===== config.mk =====
export PLATFORM = sky130hd
export DESIGN_NAME = sc_mac_acc
export DESIGN_NICKNAME = d
export VERILOG_FILES = /design/src/rtl/sc_pkg.sv /design/src/rtl/sc_popcount.sv /design/src/rtl/sc_mac_acc.sv
export SDC_FILE = /design/constraint.sdc
export NUM_CORES = 1
export LEC_CHECK = 0
export CAP_MARGIN = 40
export CORE_ASPECT_RATIO = 1.25
export CORE_UTILIZATION = 49
export DETAILED_ROUTE_END_ITERATION = 10
export HOLD_SLACK_MARGIN = 0.12
export PLACE_DENSITY = 0.82
export SYNTH_ARGS = -nofsm -noshare
export SYNTH_HDL_FRONTEND = slang
export SYNTH_SLANG_ARGS = --single-unit

===== constraint.sdc =====
create_clock -name clk -period 3.2 [get_ports clk]
set_input_delay 0.64 -clock clk [delete_from_list [all_inputs] [get_ports clk]]
set_output_delay 0.64 -clock clk [all_outputs]
set_load 0.01 [all_outputs]

===== src/rtl/sc_pkg.sv =====
// Shared types and helpers for the stochastic-computing datapath blocks.
package sc_pkg;

    typedef enum logic {
        ACCUM = 1'b0,
        HOLD  = 1'b1
    } sc_acc_state_e;

    // Width needed to hold a popcount of n bits (values 0..n inclusive).
    function automatic int pc_width(input int n);
        return $clog2(n) + 1;
    endfunction

endpackage


===== src/rtl/sc_popcount.sv =====
// Combinational popcount built as a balanced binary adder tree.
// The input is zero-padded up to the next power of two so every level halves cleanly.
module sc_popcount
    import sc_pkg::*;
#(
    parameter int BITSTREAM = 64
) (
    input  logic [BITSTREAM-1:0]           bits_i,
    output logic [pc_width(BITSTREAM)-1:0] count_o
);

    localparam int PW     = pc_width(BITSTREAM);
    localparam int LEVELS = $clog2(BITSTREAM);
    localparam int NPAD   = 1 << LEVELS;

    // Level 0 holds one leaf per input bit; each later level sums adjacent pairs.
    for (genvar l = 0; l <= LEVELS; l++) begin : g_lvl
        logic [PW-1:0] node [NPAD >> l];
        if (l == 0) begin : g_leaf
            for (genvar i = 0; i < NPAD; i++) begin : g_i
                if (i < BITSTREAM) begin : g_bit
                    assign node[i] = {{(PW-1){1'b0}}, bits_i[i]};
                end else begin : g_pad
                    assign node[i] = '0;
                end
            end
        end else begin : g_sum
            for (genvar i = 0; i < (NPAD >> l); i++) begin : g_i
                assign node[i] = g_lvl[l-1].node[2*i] + g_lvl[l-1].node[2*i+1];
            end
        end
    end

    assign count_o = g_lvl[LEVELS].node[0];

endmodule


===== src/rtl/sc_mac_acc.sv =====
// Stochastic multiply-accumulate: ANDs activation and weight bitstreams,
// popcounts the product and accumulates it across a transaction. The result
// (sum, beat count, saturation flag) is held on a valid/ready port until taken.
module sc_mac_acc
    import sc_pkg::*;
#(
    parameter int BITSTREAM = 64,
    parameter int ACC_W     = 16,
    parameter int BEAT_W    = 8
) (
    input  logic                 clk,
    input  logic                 rst_n,
    input  logic                 clear,
    input  logic                 in_valid,
    output logic                 in_ready,
    input  logic                 in_last,
    input  logic [BITSTREAM-1:0] in_a_bits,
    input  logic [BITSTREAM-1:0] in_b_bits,
    output logic                 out_valid,
    input  logic                 out_ready,
    output logic [ACC_W-1:0]     out_sum,
    output logic [BEAT_W-1:0]    out_beats,
    output logic                 out_sat
);

    localparam int PC_W = pc_width(BITSTREAM);

    // Saturating accumulate: returns {overflow, clamped sum}.
    function automatic logic [ACC_W:0] sat_add(input logic [ACC_W-1:0] acc,
                                               input logic [PC_W-1:0]  p);
        logic [ACC_W:0] s;
        s = {1'b0, acc} + {{(ACC_W+1-PC_W){1'b0}}, p};
        if (s[ACC_W]) begin
            return {1'b1, {ACC_W{1'b1}}};
        end
        return s;
    endfunction

    // Saturating beat increment: returns {limit reached, new count}.
    function automatic logic [BEAT_W:0] beat_inc(input logic [BEAT_W-1:0] cnt);
        logic [BEAT_W-1:0] n;
        if (&cnt) begin
            return {1'b1, cnt};
        end
        n = cnt + 1'b1;
        return {&n, n};
    endfunction

    sc_acc_state_e     state_q;
    logic [ACC_W-1:0]  acc_q;
    logic [BEAT_W-1:0] cnt_q;
    logic              sat_q;
    logic              out_valid_q;
    logic [ACC_W-1:0]  out_sum_q;
    logic [BEAT_W-1:0] out_beats_q;
    logic              out_sat_q;

    logic [BITSTREAM-1:0] prod;
    logic [PC_W-1:0]      pc;
    logic [ACC_W-1:0]     acc_d;
    logic [BEAT_W-1:0]    cnt_d;
    logic                 sat_d;
    logic                 sum_ovf;
    logic                 cnt_hit;
    logic                 accept;

    assign prod = in_a_bits & in_b_bits;

    sc_popcount #(
        .BITSTREAM(BITSTREAM)
    ) u_popcount (
        .bits_i (prod),
        .count_o(pc)
    );

    // Ready is free-running while accumulating; while holding a result it
    // follows out_ready so a new beat can slip in during the result handshake.
    // acc/cnt/sat are already zero in HOLD, so the same next-state math
    // produces a fresh sum there.
    always_comb begin
        in_ready         = (state_q == ACCUM) ? 1'b1 : out_ready;
        accept           = in_valid && in_ready && !clear;
        {sum_ovf, acc_d} = sat_add(acc_q, pc);
        {cnt_hit, cnt_d} = beat_inc(cnt_q);
        sat_d            = sat_q | sum_ovf | cnt_hit;
    end

    // Transaction FSM with registered result outputs; clear overrides any beat.
    always_ff @(posedge clk or negedge rst_n) begin
        if (!rst_n) begin
            state_q     <= ACCUM;
            acc_q       <= '0;
            cnt_q       <= '0;
            sat_q       <= 1'b0;
            out_valid_q <= 1'b0;
            out_sum_q   <= '0;
            out_beats_q <= '0;
            out_sat_q   <= 1'b0;
        end else if (clear) begin
            state_q     <= ACCUM;
            acc_q       <= '0;
            cnt_q       <= '0;
            sat_q       <= 1'b0;
            out_valid_q <= 1'b0;
        end else begin
            case (state_q)
                ACCUM: begin
                    if (accept && in_last) begin
                        out_sum_q   <= acc_d;
                        out_beats_q <= cnt_d;
                        out_sat_q   <= sat_d;
                        out_valid_q <= 1'b1;
                        acc_q       <= '0;
                        cnt_q       <= '0;
                        sat_q       <= 1'b0;
                        state_q     <= HOLD;
                    end else if (accept) begin
                        acc_q <= acc_d;
                        cnt_q <= cnt_d;
                        sat_q <= sat_d;
                    end
                end
                HOLD: begin
                    if (accept && in_last) begin
                        out_sum_q   <= acc_d;
                        out_beats_q <= cnt_d;
                        out_sat_q   <= sat_d;
                        out_valid_q <= 1'b1;
                    end else if (accept) begin
                        acc_q       <= acc_d;
                        cnt_q       <= cnt_d;
                        sat_q       <= sat_d;
                        out_valid_q <= 1'b0;
                        state_q     <= ACCUM;
                    end else if (out_ready) begin
                        out_valid_q <= 1'b0;
                        state_q     <= ACCUM;
                    end
                end
                default: state_q <= ACCUM;
            endcase
        end
    end

    assign out_valid = out_valid_q;
    assign out_sum   = out_sum_q;
    assign out_beats = out_beats_q;
    assign out_sat   = out_sat_q;

endmodule


==> metrics.txt <==
worst-path fanout max=7; final setup fails=34; Slew @ Worst Pin=0.674 ns; Slew Limit Fails=0; DR WL/cell=16.1 microns; cells after synthesis=584; Area contributors post-synth=dfrtp_1, fa_1, ha_1; Synth async-reset ratio=1.00; post-route ant nets=0; Worst path most repeated cell=fa_2; Final Util=0.764; Global Route met2 Usage=0.496; Die Width=96.5 microns; Vias=4851; violated checks=negative setup slack; Worst slew margin=0.551; Overall Global Routing Usage=0.253; cts hold-fix bufs=0; CP max stage cell=fa_2; predominant post-synthesis flop cell=dfrtp_1; via/cell ratio=5.37; CTS max path bufs=2; share of layout cells above drive strength 1=0.341; placed inst area=7580 sq um; Distinct cells, synth=55; Post-DP HPWL=10900 microns; DR iter-0 viols=164; dominant cell type by area after synthesis=dfrtp_1; Fin. Hold Viols=0; total gr overflow=0; commonest non-fill, non-tap cell in the layout=inv_1; skew final=0.00848 ns; status=complete, but fails checks; Period Utilization, post-route=2.25; num ports=161; CTS root buf=clkbuf_16; Skew-Pair Late Insertion Delay=0.30 ns; Final Worst Setup Slack=-4.00 ns; HP Class=input pin to async pin; vias in the first global route=5251; CP Class=input pin to register; CTS tree=built; final instance area=8190 sq um; remaining routing DRC violations=0; number of core rows=42; top-area cell type share of the netlist area=0.238; global placement routability congestion=0.894; clk slew on worst S/H paths=0.07 ns; Syn Nets=831; Synth Cell Area=5470 sq um; peak per-stage delay on the critical path=0.55 ns; TritonCTS buffer count=5; die height=120 microns; FMAX=139 MHz; met1 Usage GRT=0.264; drt pass-1 iters=4; antenna violations before repair=0; nets=1019; clk sink count=52; largest net degree at the start of global routing=31; RSZ-0062 raised after global routing=true; Die Area=11600 sq um; Port Buffer Count=160; area grow syn2layout=49.6%; FILL cells=690; number of synthesized flops with an enable pin=0; Yosys warnings=0; Initial Utilization=0.511; met3 usage=0.0277; first-pass GRT wire length=22900 microns; H-tree depth=2; Post-Syn Area per Cell=9.37 sq um; commonest non-fill, non-tap cells in the layout=inv_1, clkdlybuf4s50_1, dfrtp_1; Max-Cap Viols=0; Core Region=10700 sq um; Worst Path Arrival=7.36 ns; FF+latch count, synth=52; final wirelength=14600 microns; worst hold slack=0.372 ns; register area share after synthesis=0.238; critical path required time=3.36 ns; Antenna Cells=0; Worst Setup End Kind=register; Worst setup SP type=input pin; Tmin final=7.20 ns; Most Crowded Layer GR=met2
==> state kept, by name (all words and copies together), names as in the netlist <==
| name | flops |
|---|---|
| acc_q | 16 |
| cnt_q | 8 |
| out_beats | 8 |
| out_sat | 1 |
| out_sum | 16 |
| out_valid | 1 |
| sat_q | 1 |
| state_q | 1 |
==> layout make-up <==
cell class	instances	area [sq um]	share of cell area
well taps	132	165	0.0202
clock buffers	7	153	0.0186
inverters	97	367	0.0448
flip-flops and latches	52	1300	0.159
multi-input cells	415	4470	0.545
repair buffers	201	1740	0.212
==> through the flow <==
stage                     cells  TNS, ns  worst slack (ns)
after global placement      889  -147.33             -4.41
after global routing        904  -137.79             -4.19
final                       904  -130.93             -4.00
after CTS                   902  -128.82             -3.86
after detailed placement    889  -151.98             -4.56
after floorplan             584  -128.14             -3.87
==> kinds of logic (layout without fill, tap and decap cells) <==
family,after synthesis,count (layout),synth area share
DFF,52,52,0.238
buffers and inverters,117,305,0.0839
muxes,5,5,0.00937
and+or+nand+nor,185,185,0.185
AOI/OAI and AO/OA,93,93,0.112
xor gates and xnor gates,19,19,0.0304
adders and majority gates,113,113,0.342
==> cells in the mapped netlist, types with 3 or more instances <==
master and number:
inv_1 97, ha_1 52, xor2_1 4, xnor2_1 15, dfrtp_1 52, a311oi_1 4, and2_1 66, and3_1 7
o211ai_1 3, nor3_1 7, nor2b_1 3, a31oi_1 10, nor3b_2 3, nand3_1 8, o21ai_0 20, a211oi_1 12
mux2i_1 4, clkbuf_1 9, nor2_1 35, buf_2 9, fa_1 61, a21oi_1 22, a21o_1 5, nand2_1 37
==> worst paths after layout <==
kind / from / to / slack, ns / cells past startpoint
max reg2reg: acc_q[0] / acc_q[9] / 0.83 / 9
min reg2reg: out_beats[7] / out_beats[7] / 0.48 / 2
max in group asynchronous: rst_n / out_sum[2] / 2.06 / 2
min in group clk: out_beats[7] / out_beats[7] / 0.48 / 2
min: rst_n / out_valid / 0.37 / 1
max: in_b_bits[43] / acc_q[9] / -4.00 / 28
==> timing repair <==
action	4_1_cts	5_1_grt
endpoints found under the setup margin	34	34
pin swaps	116	54
cloned	0	0
buffers inserted	7	1
resized for setup	306	57
==> critical path, delay by kind of cell <==
family | cells | cell delay (ns)
adder cells (fa/ha/maj) | 11 | 4.51
AO/OA/AOI/OAI | 6 | 0.97
buffers and inverters | 9 | 0.93
AND/OR/NAND/NOR | 1 | 0.16
XOR/XNOR | 1 | 0.16
==> layer usage <==
metal  up-vias  share of wire  routed length (microns)
li1       2264              -                        -
met1      2337           0.33                     4860
met2       199           0.58                     8430
met3        51          0.047                      679
met4         0          0.040                      585
met5         -              0                        0
Power is left out: the tool's default activity adds up to more than one toggle a clock period on the data nets, which glitch-free logic cannot reach.
